--- config.mk ---
export PLATFORM = sky130hd
export DESIGN_NAME = addr_sweep_gen
export DESIGN_NICKNAME = d
export VERILOG_FILES = /design/src/rtl/addr_sweep_gen_pkg.sv /design/src/rtl/addr_sweep_gen_delay_line.sv /design/src/rtl/addr_sweep_gen.sv
export SDC_FILE = /design/constraint.sdc
export NUM_CORES = 1
export LEC_CHECK = 0
export BUFFER_PORTS_ARGS = -buffer_cell sky130_fd_sc_hd__buf_2
export CORE_MARGIN = 4
export CORE_UTILIZATION = 55
export DETAILED_ROUTE_END_ITERATION = 6
export GPL_TIMING_DRIVEN = 0
export PLACE_DENSITY_LB_ADDON = 0.05
export SLEW_MARGIN = 20
export SYNTH_ARGS = -nofsm -noshare
export SYNTH_HDL_FRONTEND = slang
export SYNTH_SLANG_ARGS = --single-unit
export TNS_END_PERCENT = 5
--- constraint.sdc ---
create_clock -name pll_clock -period 3.25 [get_ports pll_clock]
set_input_delay 0.65 -clock pll_clock [delete_from_list [all_inputs] [get_ports pll_clock]]
set_output_delay 0.65 -clock pll_clock [all_outputs]
set_load 0.01 [all_outputs]
--- src/rtl/addr_sweep_gen_pkg.sv ---
// Shared definitions for the address sweep generator and the Avalon-side
// control-register block that reports its state.
//   sweep_state_t : FSM state encoding (IDLE, RUN, DRAIN, DONE)
//   LAT_MIN/MAX   : legal range of the read-to-write datapath latency
package addr_sweep_gen_pkg;

    typedef enum logic [1:0] {
        SWEEP_IDLE  = 2'd0,
        SWEEP_RUN   = 2'd1,
        SWEEP_DRAIN = 2'd2,
        SWEEP_DONE  = 2'd3
    } sweep_state_t;

    localparam int LAT_MIN = 1;
    localparam int LAT_MAX = 64;

endpackage

--- src/rtl/addr_sweep_gen_delay_line.sv ---
// sweep_delay_line: DEPTH-stage register chain carrying {enable, address}.
//   pll_clock : clock
//   reset_n   : asynchronous active-low reset, clears every stage
//   in_e      : enable entering the chain
//   in_addr   : address entering the chain
//   out_e     : in_e delayed DEPTH cycles
//   out_addr  : in_addr delayed DEPTH cycles, held while out_e is low
module sweep_delay_line #(
    parameter int ADDR_WIDTH = 11,
    parameter int DEPTH      = 8
) (
    input  logic                  pll_clock,
    input  logic                  reset_n,
    input  logic                  in_e,
    input  logic [ADDR_WIDTH-1:0] in_addr,
    output logic                  out_e,
    output logic [ADDR_WIDTH-1:0] out_addr
);

    // Kept as discrete flops so each stage can be placed next to its
    // neighbour; the async reset also rules out shift-register primitives.
    (* shreg_extract = "no" *) logic [DEPTH-1:0]      e_q;
    (* shreg_extract = "no" *) logic [ADDR_WIDTH-1:0] addr_q [DEPTH];

    // An address only advances alongside its enable, so a bubble in the
    // stream leaves the previous address standing at the output.
    always_ff @(posedge pll_clock or negedge reset_n) begin
        if (!reset_n) begin
            e_q <= '0;
            for (int i = 0; i < DEPTH; i++) begin
                addr_q[i] <= '0;
            end
        end else begin
            e_q[0] <= in_e;
            if (in_e) begin
                addr_q[0] <= in_addr;
            end
            for (int i = 1; i < DEPTH; i++) begin
                e_q[i] <= e_q[i-1];
                if (e_q[i-1]) begin
                    addr_q[i] <= addr_q[i-1];
                end
            end
        end
    end

    assign out_e    = e_q[DEPTH-1];
    assign out_addr = addr_q[DEPTH-1];

endmodule

--- src/rtl/addr_sweep_gen.sv ---
// addr_sweep_gen: sweeps operand-RAM read addresses 0..N-1 on start and
// replays the stream LATENCY cycles later as result-RAM writes.
//   pll_clock : clock
//   reset_n   : asynchronous active-low reset
//   start     : launch request, accepted in IDLE/DONE only
//   num_ops   : sweep length, clamped to 2^ADDR_WIDTH, sampled with start
//   abort     : ends read issue early while in RUN
//   rd_addr   : operand read address      rd_e : operand read enable
//   wr_addr   : result write address      wr_e : result write enable
//   busy      : RUN or DRAIN              done : sticky completion flag
//
// state | meaning
// IDLE  | out of reset, waiting for start
// RUN   | issuing one read address per cycle
// DRAIN | reads finished, waiting LATENCY cycles for writes to emerge
// DONE  | sweep complete, done held until next accepted start
module addr_sweep_gen
    import addr_sweep_gen_pkg::*;
#(
    parameter int ADDR_WIDTH = 11,
    parameter int LATENCY    = 8
) (
    input  logic                  pll_clock,
    input  logic                  reset_n,
    input  logic                  start,
    input  logic [ADDR_WIDTH:0]   num_ops,
    input  logic                  abort,
    output logic [ADDR_WIDTH-1:0] rd_addr,
    output logic                  rd_e,
    output logic [ADDR_WIDTH-1:0] wr_addr,
    output logic                  wr_e,
    output logic                  busy,
    output logic                  done
);

    localparam int                  DRAIN_W    = $clog2(LAT_MAX);
    localparam logic [DRAIN_W-1:0]  DRAIN_LOAD = DRAIN_W'(LATENCY - 1);
    localparam logic [ADDR_WIDTH:0] MAX_OPS    = {1'b1, {ADDR_WIDTH{1'b0}}};
    localparam logic [ADDR_WIDTH:0] ONE_OPS    = {{ADDR_WIDTH{1'b0}}, 1'b1};
    localparam logic [ADDR_WIDTH-1:0] ONE_ADDR = {{(ADDR_WIDTH-1){1'b0}}, 1'b1};

    sweep_state_t           state, state_nxt;
    logic [ADDR_WIDTH-1:0]  rd_addr_nxt;
    logic                   rd_e_nxt;
    logic                   busy_nxt;
    logic                   done_nxt;
    // Reads still to issue after the current one; terminal count is zero.
    logic [ADDR_WIDTH-1:0]  remain, remain_nxt;
    logic [DRAIN_W-1:0]     drain_cnt, drain_cnt_nxt;
    logic [ADDR_WIDTH:0]    n_req;
    logic [ADDR_WIDTH:0]    n_last;

    assign n_req  = (num_ops > MAX_OPS) ? MAX_OPS : num_ops;
    assign n_last = n_req - ONE_OPS;

    always_ff @(posedge pll_clock or negedge reset_n) begin
        if (!reset_n) begin
            state     <= SWEEP_IDLE;
            rd_addr   <= '0;
            rd_e      <= 1'b0;
            busy      <= 1'b0;
            done      <= 1'b0;
            remain    <= '0;
            drain_cnt <= '0;
        end else begin
            state     <= state_nxt;
            rd_addr   <= rd_addr_nxt;
            rd_e      <= rd_e_nxt;
            busy      <= busy_nxt;
            done      <= done_nxt;
            remain    <= remain_nxt;
            drain_cnt <= drain_cnt_nxt;
        end
    end

    always_comb begin
        state_nxt     = state;
        rd_addr_nxt   = rd_addr;
        rd_e_nxt      = 1'b0;
        busy_nxt      = busy;
        done_nxt      = done;
        remain_nxt    = remain;
        drain_cnt_nxt = drain_cnt;

        case (state)
            SWEEP_IDLE, SWEEP_DONE: begin
                if (start) begin
                    if (n_req == '0) begin
                        state_nxt = SWEEP_DONE;
                        done_nxt  = 1'b1;
                    end else begin
                        state_nxt   = SWEEP_RUN;
                        done_nxt    = 1'b0;
                        busy_nxt    = 1'b1;
                        rd_e_nxt    = 1'b1;
                        rd_addr_nxt = '0;
                        remain_nxt  = n_last[ADDR_WIDTH-1:0];
                    end
                end
            end
            SWEEP_RUN: begin
                // The address on the bus this cycle is the last one when
                // either the count runs out or abort is seen.
                if (abort || remain == '0) begin
                    state_nxt     = SWEEP_DRAIN;
                    drain_cnt_nxt = DRAIN_LOAD;
                end else begin
                    rd_e_nxt    = 1'b1;
                    rd_addr_nxt = rd_addr + ONE_ADDR;
                    remain_nxt  = remain - ONE_ADDR;
                end
            end
            SWEEP_DRAIN: begin
                if (drain_cnt == '0) begin
                    state_nxt = SWEEP_DONE;
                    busy_nxt  = 1'b0;
                    done_nxt  = 1'b1;
                end else begin
                    drain_cnt_nxt = drain_cnt - 1'b1;
                end
            end
            default: begin
                state_nxt = SWEEP_IDLE;
            end
        endcase
    end

    sweep_delay_line #(
        .ADDR_WIDTH (ADDR_WIDTH),
        .DEPTH      (LATENCY)
    ) u_delay_line (
        .pll_clock (pll_clock),
        .reset_n   (reset_n),
        .in_e      (rd_e),
        .in_addr   (rd_addr),
        .out_e     (wr_e),
        .out_addr  (wr_addr)
    );

endmodule

==> flow_metrics.py <==
metrics = {
    "logic_synthesis": {
        "synth.distinct_cells": 56,
        "synth_area_sq_um": 5710,
        "synthCells": 448,
        "synth_top_area_share_pct": 56.5,
        "yosysTopAreaCell": "dfrtp_1",
        "synth_edf_count": 0,
        "synth_fp_nets": 471,
        "async_flop_share_pct": 100,
        "ys.flop_type": "dfrtp_1",
        "ys_top_cells_by_area": "dfrtp_1, mux2_2, o21ai_0",
        "yosysWarnings": 0,
        "ys_ff_latch": 129,
        "syn_avg_cell_area_sq_um": 12.8,
        "yosysSeqAreaShare_pct": 56.5,
    },
    "timing": {
        "fin_ws_ps": 261,
        "period_needed_ps": 2990,
        "slew_headroom_pct": 60.7,
        "hold_slack_ps": 97.4,
        "fin_worst_skew_ps": 4.10,
        "final.period_utilization_pct": 92.0,
        "tightest_slew_ps": 589,
        "fmax_mhz": 335,
        "hold_viol": 0,
        "rsz0062_at_grt": "false",
        "setup_violations": 0,
        "maxSlewViolCount": 0,
    },
    "outcome": {
        "status": "completed",
    },
    "die": {
        "start_util_pct": 57.4,
        "coreArea_sq_um": 9950,
        "dieArea_sq_um": 12100,
        "die_h_um": 110,
        "io_pins": 42,
        "dieWidth_um": 110,
        "rows": 36,
    },
    "clock_network": {
        "cts_hold_buffers": 0,
        "cts_buffers": 17,
        "cts_root_buf": "clkbuf_8",
        "cts.clk_slew.worst_paths_ps": 60,
        "cts_buffer_depth": 2,
        "numClockSinks": 129,
        "worstSkewPairLatency_ps": 500,
        "cts_tree": "done",
        "cts_max_level": 4,
    },
    "worst_setup_path": {
        "required_ps": 3640,
        "crit_type": "reg2reg",
        "crit_path_max_fanout": 10,
        "cp-start-kind": "flop",
        "arrival_ps": 3380,
        "crit_path_end_kind": "flop",
    },
    "layout": {
        "fin_cells": 657,
        "mostFrequentLayoutCell": "dfrtp_1",
        "n_fill_cell": 778,
        "final_core_utilization_pct": 67.5,
        "drive_gt1_share_pct": 38.5,
        "area_delta_synth_final_pct": 17.7,
        "nets": 534,
        "layout_common_cells": "dfrtp_1, mux2_2, buf_2, nand2_1, o21ai_0",
        "diodes": 0,
    },
    "route": {
        "dr.pass1.iters": 4,
        "wl_per_cell_um": 16.0,
        "num_vias": 3597,
        "drt_iter0_drc": 107,
        "viasPerCell": 5.47,
        "drc": 0,
        "finalWirelength_mm": 10.5,
        "ant_nets": 0,
    },
    "placed_design": {
        "dp.cells": 623,
        "place_ws_ps": 81.8,
        "hpwl_mm": 7.40,
        "io_buffers": 41,
        "gp_congestion": 0.883,
    },
    "power": {
        "ir_drop_v": 0.000531,
        "power_w": 0.00572,
        "power_density_nw_per_um2": 850,
        "cellLeakagePower_nw": 3.36,
    },
    "flow_run": {
        "cap_violations": 0,
    },
    "worst_hold_path": {
        "hold_class": "in2async",
    },
    "grt": {
        "grt_pass1_wl_mm": 18.1,
        "antenna_found_initial": 0,
        "grt.overflow.total": 0,
        "grt_pass1_vias": 3672,
        "gr-usage-all-layers_pct": 19.7,
        "grt_max_degree": 77,
    },
}
-- metrics by stage --
| step | TNS, ps | instance area [sq um] |
|---|---|---|
| after global placement | -11820 | 6080 |
| after CTS | 0 | 6700 |
| after global routing | 0 | 6720 |
| after detailed placement | 0 | 6120 |
| after floorplan | 0 | 5710 |
| final | 0 | 6720 |
-- metal layers --
| layer | wire (um) | share of wire [%] | up-vias | global-route usage, % |
|---|---|---|---|---|
| li1 | - | - | 1724 | - |
| met1 | 4630 | 44 | 1802 | 25.0 |
| met2 | 5440 | 52 | 63 | 32.3 |
| met3 | 360 | 3.4 | 8 | 5.52 |
| met4 | 99 | 0.94 | 0 | 7.48 |
| met5 | 0 | 0 | - | 0 |
-- report_power, final --
group / switching, W / internal (W)
Clock: 0.000680 / 0.00114
Sequential: 0.000244 / 0.00188
Combinational: 0.000988 / 0.000789
-- state kept, by name (all words and copies together), names as in the netlist --
register and cells:
drain_cnt 6, remain 11, u_delay_line.addr_q 77, rd_addr 11
u_delay_line.out_addr 11, done 1, u_delay_line.e_q 8, state 2
rd_e 1, busy 1
-- Yosys cell counts, types with 2 or more instances --
library cell	instances
a22o_1	7
and4_1	2
a22oi_1	2
nand2_1	26
nor4_1	3
nand2b_1	7
buf_4	12
nand3_1	10
clkbuf_1	9
o21a_1	2
o21ai_0	22
o22ai_1	7
nor3_1	8
or3_1	2
nand4_1	3
buf_6	5
nor2_1	21
buf_2	3
inv_1	10
mux2_2	88
xnor2_1	4
mux2i_1	5
and2_1	2
dfrtp_1	129
a21oi_1	16
a21o_1	4
xor2_1	4
ha_1	7
-- critical path: stages, from the launching register on --
cell	delay (ps)
dfrtp_1	370
inv_1	90
ha_2	240
buf_6	160
buf_2	180
buf_2	210
clkbuf_2	240
a22oi_1	230
ha_1	220
nand3_2	140
nor3_4	250
nand4_1	190
mux2i_1	160
o22a_1	190
-- repair_timing --
action	in CTS	in global routing
buffers inserted	0	2
resized for setup	0	4
endpoints found under the setup margin	0	4
endpoints found under the hold margin	0	0
-- cell type report --
type                       count  area (sq um)  area share (%)
tap                          133           166            2.48
multi-input combinational    279          2260            33.6
buffer                        29           196            2.92
sequential                   129          3230            48.0
timing repair buffer          44           254            3.78
inverter                      11          41.3           0.614
clock inverter                11           130            1.94
clock buffer                  21           449            6.68
-- path summary, 6_finish.rpt --
path / start / to / slack, ps / depth (start not counted)
hold reg to reg: u_delay_line.e_q[2]$_DFF_PN0_ / u_delay_line.e_q[3]$_DFF_PN0_ / 410 / 0
max in group asynchronous: reset_n / u_delay_line.addr_q[26]$_DFFE_PN0P_ / 2440 / 2
setup / recovery: state[1]$_DFFE_PN0P_ / remain[10]$_DFFE_PN0P_ / 260 / 13
hold / removal: reset_n / u_delay_line.addr_q[76]$_DFFE_PN0P_ / 100 / 1
min in group pll_clock: u_delay_line.e_q[2]$_DFF_PN0_ / u_delay_line.e_q[3]$_DFF_PN0_ / 410 / 0
setup reg to reg: state[1]$_DFFE_PN0P_ / remain[10]$_DFFE_PN0P_ / 260 / 13
-- logic make-up after synthesis --
family                   Yosys count  synth area share (%)
multiplexers                      93                  18.2
AO/OA/AOI/OAI                     74                  9.35
flip-flops                       129                  56.5
adder cells (fa/ha/maj)            7                  1.53
buffers and inverters             40                  4.14
AND/OR/NAND/NOR                   97                  9.02
XOR/XNOR                           8                  1.23
Note: power is estimated with default switching activity, not from simulation.
